`src/rtl/time_sync_scheduler.sv`:
```
// time_sync_scheduler: periodic/manual host time sync with timeout, retries and a commit to the time counter.
// Define TIME_SYNC_RANGE_CHECK_EN to reject out-of-range host time in VALIDATE.
module time_sync_scheduler #(
    parameter int SYNC_PERIOD    = 3600,
    parameter int TIMEOUT_CYCLES = 50000000,
    parameter int MAX_RETRY      = 3
) (
    input  logic       clock,
    input  logic       reset_n,
    input  logic       sec_tick,
    input  logic       manual_sync,
    input  logic       edit_active,
    output logic       sync_request,
    input  logic       sync_done,
    input  logic [4:0] host_hr,
    input  logic [5:0] host_min,
    input  logic [5:0] host_sec,
    output logic       load,
    output logic [4:0] load_hr,
    output logic [5:0] load_min,
    output logic [5:0] load_sec,
    output logic       busy,
    output logic       sync_ok,
    output logic       sync_fail,
    output logic [7:0] fail_count
);
    localparam int PW = (SYNC_PERIOD > 1) ? $clog2(SYNC_PERIOD) : 1;
    localparam int TW = $clog2(TIMEOUT_CYCLES);
    localparam logic [PW-1:0] PLAST = PW'(SYNC_PERIOD - 1);
    localparam logic [TW-1:0] TLAST = TW'(TIMEOUT_CYCLES - 1);
    localparam logic [3:0]    RLAST = 4'(MAX_RETRY - 1);

    typedef enum logic [2:0] {IDLE, REQUEST, WAIT_DONE, VALIDATE, COMMIT} state_t;

    state_t        state, state_next;
    logic [PW-1:0] period_cnt;
    logic [TW-1:0] timer;
    logic [3:0]    attempts;
    logic          pending;
    logic [4:0]    cap_hr;
    logic [5:0]    cap_min, cap_sec;
    logic          range_ok, attempt_fail, give_up, abort, wrap;

`ifdef TIME_SYNC_RANGE_CHECK_EN
    assign range_ok = (cap_hr <= 5'd23) && (cap_min <= 6'd59) && (cap_sec <= 6'd59);
`else
    assign range_ok = 1'b1;
`endif

    always_comb begin
        state_next   = state;
        attempt_fail = 1'b0;
        case (state)
            IDLE:      if (pending && !edit_active) state_next = REQUEST;
            REQUEST:   state_next = WAIT_DONE;
            // a done arriving in the timeout cycle still wins
            WAIT_DONE: if (sync_done) state_next = VALIDATE;
                       else if (timer == TLAST) attempt_fail = 1'b1;
            VALIDATE:  if (edit_active) state_next = IDLE;
                       else if (!range_ok) attempt_fail = 1'b1;
                       else state_next = COMMIT;
            COMMIT:    state_next = IDLE;
            default:   state_next = IDLE;
        endcase
        if (attempt_fail) state_next = (attempts == RLAST) ? IDLE : REQUEST;
    end

    assign give_up = attempt_fail && (attempts == RLAST);
    assign abort   = (state == VALIDATE) && edit_active;
    assign wrap    = sec_tick && (period_cnt == PLAST) && (state != COMMIT);

    always_ff @(posedge clock) begin
        if (!reset_n) begin
            state      <= IDLE;
            period_cnt <= '0;
            timer      <= '0;
            attempts   <= '0;
            pending    <= 1'b0;
            cap_hr     <= '0;
            cap_min    <= '0;
            cap_sec    <= '0;
            load_hr    <= '0;
            load_min   <= '0;
            load_sec   <= '0;
            sync_fail  <= 1'b0;
            fail_count <= '0;
        end else begin
            state <= state_next;
            if (state == COMMIT) period_cnt <= '0;
            else if (sec_tick) period_cnt <= (period_cnt == PLAST) ? '0 : period_cnt + 1'b1;
            // a new trigger in the same cycle as a clear is kept
            if (manual_sync || wrap || abort) pending <= 1'b1;
            else if (state == REQUEST || state == COMMIT) pending <= 1'b0;
            if (state == REQUEST) timer <= '0;
            else if (state == WAIT_DONE) timer <= timer + 1'b1;
            if (state == COMMIT || abort || give_up) attempts <= '0;
            else if (attempt_fail) attempts <= attempts + 4'd1;
            if (state == WAIT_DONE && sync_done) begin
                cap_hr  <= host_hr;
                cap_min <= host_min;
                cap_sec <= host_sec;
            end
            if (state_next == COMMIT) begin
                load_hr  <= cap_hr;
                load_min <= cap_min;
                load_sec <= cap_sec;
            end
            sync_fail <= give_up;
            if (give_up && fail_count != 8'hff) fail_count <= fail_count + 8'd1;
        end
    end

    assign sync_request = (state == REQUEST);
    assign load         = (state == COMMIT);
    assign sync_ok      = (state == COMMIT);
    assign busy         = (state != IDLE);
endmodule

```
`config.mk`:
```
export PLATFORM = sky130hd
export DESIGN_NAME = time_sync_scheduler
export DESIGN_NICKNAME = d
export VERILOG_FILES = /design/src/rtl/time_sync_scheduler.sv
export SDC_FILE = /design/constraint.sdc
export NUM_CORES = 1
export LEC_CHECK = 0
export CAP_MARGIN = 25
export CORE_AREA = 3 3 93 95
export DETAILED_ROUTE_END_ITERATION = 7
export DIE_AREA = 0 0 96 98
export GPL_TIMING_DRIVEN = 0
export PLACE_DENSITY = 0.74
export SYNTH_ARGS = -nofsm -noshare
export SYNTH_HDL_FRONTEND = slang
export SYNTH_SLANG_ARGS = --single-unit
```
`constraint.sdc`:
```
create_clock -name clock -period 2.2 [get_ports clock]
set_clock_uncertainty 0.2 [all_clocks]
set_input_delay 0.22 -clock clock [delete_from_list [all_inputs] [get_ports clock]]
set_output_delay 0.22 -clock clock [all_outputs]
set_load 0.01 [all_outputs]
```
## After elaboration in Yosys (flattened, before gate mapping)

Index checks and enable logic that the tools add are counted.

| cells by class | value |
|---|---|
| add/subtract/negate cells | 4 |
| equality and inequality tests | 10 |
| muxes and demuxes | 12 |
| bitwise gates (word level) | 1 |
| reduce and logical (&&, ||, !) cells | 19 |

Operator list:

| cell | number |
|---|---|
| $add A26 B1 Y26 const B | 1 |
| $eq A26 B26 Y1 const B | 1 |
| $add A12 B1 Y12 const B | 1 |
| $eq A12 B12 Y1 const B | 1 |
| $mux W12 | 1 |
| $mux W3 | 4 |
| $pmux W3 S4 | 1 |
| $add A8 B1 Y8 const B | 1 |
| $ne A8 B8 Y1 const B | 1 |
| $logic_and A1 B1 Y1 | 7 |
| $eq A3 B2 Y1 const B | 2 |
| $eq A3 B3 Y1 const B | 2 |
| $mux W1 | 6 |
| $reduce_or A2 Y1 | 3 |
| $logic_or A1 B1 Y1 | 5 |
| $add A4 B1 Y4 const B | 1 |
| $eq A4 B2 Y1 const B | 1 |
| $eq A3 B1 Y1 const B | 1 |
| $logic_not A3 Y1 | 1 |
| $ne A3 B3 Y1 const B | 1 |
| $reduce_bool A3 Y1 | 1 |
| $reduce_bool A2 Y1 | 1 |
| $logic_not A1 Y1 | 1 |
| $not A1 Y1 | 1 |

| word-level totals | value |
|---|---|
| register bits | 89 |
| bits of input ports | 23 |
| output and inout bits | 30 |
| word-level logic and storage cells | 59 |

## Depth between registers and ports, before layout

| depth | value |
|---|---|
| word-level depth | 7 |
| mapped depth | 8 |

## Least setup slack after synthesis

No wires, ideal clock.

| timing path | value |
|---|---|
| path kind | register to register |
| from | register attempts[0] |
| to | register fail_count[4] |
| setup time | 70 ps |
| data arrival time | 1949 ps |
| data required time | 1930 ps |
| setup slack | -19 ps |
| stages on the path, launching flop included | 9 |
| buffers on the path | 1 |
| cells stage by stage | dfxtp_1 > inv_1 > ha_1 > nor3b_1 > o21a_1 > nand3_1 > clkbuf_1 > or3_1 > a21oi_1 |

| on the way | value |
|---|---|
| cells in the longest elaborated chain, start to end | 3 |

Ends and longest elaborated chain:

| element | line | text |
|---|---|---|
| from (decl) | 38 | `logic [3:0] attempts;` |
| from (signal assigned) | 97 | `else if (attempt_fail) attempts <= attempts + 4'd1;` |
| $eq A4 B2 Y1 | 68 | `assign give_up = attempt_fail && (attempts == RLAST);` |
| $logic_and A1 B1 Y1 | 68 |  |
| $logic_and A1 B1 Y1 | 109 | `if (give_up && fail_count != 8'hff) fail_count <= fail_count + 8'd1;` |
| to (signal assigned) | 109 |  |
| to (decl) | 25 | `output logic [7:0] fail_count` |

No other way between the ends.
A chain may end at the register's enable or synchronous reset.

## Worst setup path after layout

| timing path | value |
|---|---|
| from | register state[2] |
| to | register timer[18] |

| on the way | value |
|---|---|
| cells in the longest elaborated chain, start to end | 2 |
| elaborated cells between the ends (all ways) | 3 |

Ends and longest elaborated chain:

| element | line | text |
|---|---|---|
| from (decl) | 35 | `state_t state, state_next;` |
| from (signal assigned) | 88 | `state <= state_next;` |
| $eq A3 B1 Y1 | 94 | `if (state == REQUEST) timer <= '0;` |
| $reduce_or A2 Y1 (no source line) | -- |  |
| to (signal assigned) | 95 | `else if (state == WAIT_DONE) timer <= timer + 1'b1;` |
| to (decl) | 37 | `logic [TW-1:0] timer;` |

Several ways; a longest one is shown, not always the timed one.

==> metrics <==
status finished clean; fin cells 636; worst slew pin tran 486.3 ps; Final ANT Viol Nets 0; WP data required approximately 2300 ps; die area 9408 um^2; input/output buffers 52; Final Hold Vio Count 0; CTS Buffer Depth 2; Leak 1.692 nW; reg2reg start state[2]; max frequency between 400 and 500 MHz; Final Slew Violations 0; Die W about 96 um; Syn Std Cell Area about 3800 um^2; worst vdd ir around 0.00026 V; Cell Pwr Density 580.9 nW/um^2; crit path capture timer[18]; worst slack, placed -166.5 ps; post-route setup TNS 0 ps; 1st-pass router iterations 4; post-synthesis sequential area ratio 46.75%; vias in the first global route around 3000; fin crit period between 2000 and 2500 ps; Hold WS roughly 210 ps; Period Utilization, post-route about 100%; antenna violations before repair 0; most common cell after layout, fill and taps aside nand2_1; vias per inst around 5.3; PnR worst setup slack between 20 and 25 ps; post-synthesis instance total about 470; Syn Area/Cell around 8 um^2; gr ovfl total 0; GR Util All Layers a little under a fifth; min-delay src host_min[1]; largest net degree at the start of global routing 16; Hold Path Cell Cnt 3; CTS tree done; Slew headroom between 60 and 70%; wire per inst between 10 and 15 um; RSZ-0062 raised after global routing true; Hold Crit Class input pin to flip-flop; Yosys reg bits roughly 90; Synth Net Count slightly below 500; DP Wirelength 6056 um; CP startpoint kind flip-flop; area leader, netlist dfxtp_1; Layout area overhead 25.94%; Post-synth EDFFs 0; crit path max fanout 5; CTS buffer count 9; Initial Util 48.81%; crit end category flip-flop; post-synthesis async set-or-reset flop share 0%; Setup Crit Path Kind flip-flop to flip-flop; Root Driver clkbuf_8; worst r2r dst timer[18]; drc violations 0; final wirelength about 8500 um; Ant. Diodes 0; first-pass GRT wire length around 14000 um; Final Util between 60% and 70%; R2R setup slack about 21 ps; share of layout cells above drive strength 1 between 10 and 15%; clock sinks 89; Ports between 50 and 60; core area ~7800 um^2; Nets between 500 and 600; via count ~3400; Yosys warnings 0; initial DRC count approximately 150; clock transition at the registers of the reported paths roughly 90 ps; largest cells by area after synthesis dfxtp_1, nand2_1, a21oi_1; Hold Buf Count CTS 0; Clk Latency, worst-skew pair around 350 ps; Setup crit start state[2]; most frequent cells in the layout nand2_1, dfxtp_1, nor2_1, clkdlybuf4s50_1, a21oi_1; R2R cell count 5; placed insts roughly 620; Yosys cell types 41; Final GP Congestion roughly 0.78; H-tree levels 3; Vert. Die Dim 98 um; CP Data Arrival Time approximately 2300 ps; Core Rows 32; Max Cap Viol 0; Yosys top cell area share between 40% and 50%; Primary FF master, synth dfxtp_1; final setup vio count 0
==> cell families (layout without fill, tap and decap cells) <==
group | Yosys count | after routing | share of synthesized area [%]
xor gates and xnor gates | 34 | 34 | 7.813
DFF | 89 | 89 | 46.75
and+or+nand+nor | 235 | 235 | 29.91
AOI/OAI and AO/OA | 68 | 68 | 9.718
adders and majority gates | 5 | 5 | 1.641
muxes | 4 | 4 | 1.051
buffers and inverters | 30 | 99 | 3.119
==> critical path, stage by stage (launching register included) <==
cell	delay (ps)
dfxtp_2	350
or3b_4	410
or4_4	540
buf_6	160
or3_1	340
a21oi_1	130
==> synthesized netlist by cell type, types with 3 or more instances <==
cell type	number
a21oi_1	47
and2_1	6
and3_1	10
and4_1	6
clkbuf_1	19
dfxtp_1	89
ha_1	5
inv_1	8
mux2i_1	4
nand2_1	91
nand3_1	20
nand4_1	12
nor2_1	50
nor3_1	10
nor3b_1	3
nor4_1	4
o21ai_0	10
or3_1	8
or4_1	3
xnor2_1	17
xor2_1	17
==> layout make-up <==
cell class | count | area (um^2)
Tap cell | 102 | 127.6
Clock buffer | 10 | 127.6
Buffer | 19 | 96.34
Multi-Input combinational cell | 346 | 2034
Sequential cell | 89 | 1790
Inverter | 8 | 30.03
Clock inverter | 6 | 45.04
Timing Repair Buffer | 56 | 548.0
Fill cell | 705 | 3008
==> sequential cells by signal (all words and copies together), names as in the netlist, 3 cells and up <==
| signal | flops |
|---|---|
| cap_min | 6 |
| state | 3 |
| load_sec | 6 |
| timer | 26 |
| load_min | 6 |
| cap_hr | 5 |
| attempts | 4 |
| period_cnt | 12 |
| fail_count | 8 |
| cap_sec | 6 |
| load_hr | 5 |
==> timing repair <==
action / CTS / global route
endpoints found under the setup margin: 40 / 47
pin swaps: 1 / 4
cloned: 0 / 1
resized for setup: 24 / 25
setup buffers: 2 / 1
==> report_power, final <==
part           switching, mW  total (mW)  internal [mW]
logic                 0.0903       0.167         0.0766
registers             0.0131        1.64           1.63
clock network          0.569       0.981          0.412
==> stage by stage <==
step / total power, mW / instance area (um^2)
floorplan: 1.756 / 3816
global placement: 1.833 / 4464
detailed placement: 1.837 / 4464
CTS: 2.817 / 4708
global route: 2.895 / 4800
finish: 2.788 / 4800
==> worst min-delay path by stage <==
stage               slack, ps     endpoint
floorplan                 140     timer[6]
global placement          240  load_sec[3]
detailed placement        250   load_hr[4]
CTS                       210   cap_min[3]
global route              220   cap_min[3]
finish                    210   cap_min[1]
==> routing by layer <==
metal	GRT usage [%]	share of wire [%]	vias to the layer above
li1	-	-	1707
met1	25.52	48	1573
met2	27.77	46	84
met3	3.313	5.7	8
met4	6.236	1.1	0
met5	0	0	-
Power figures use the tool's default switching activity.
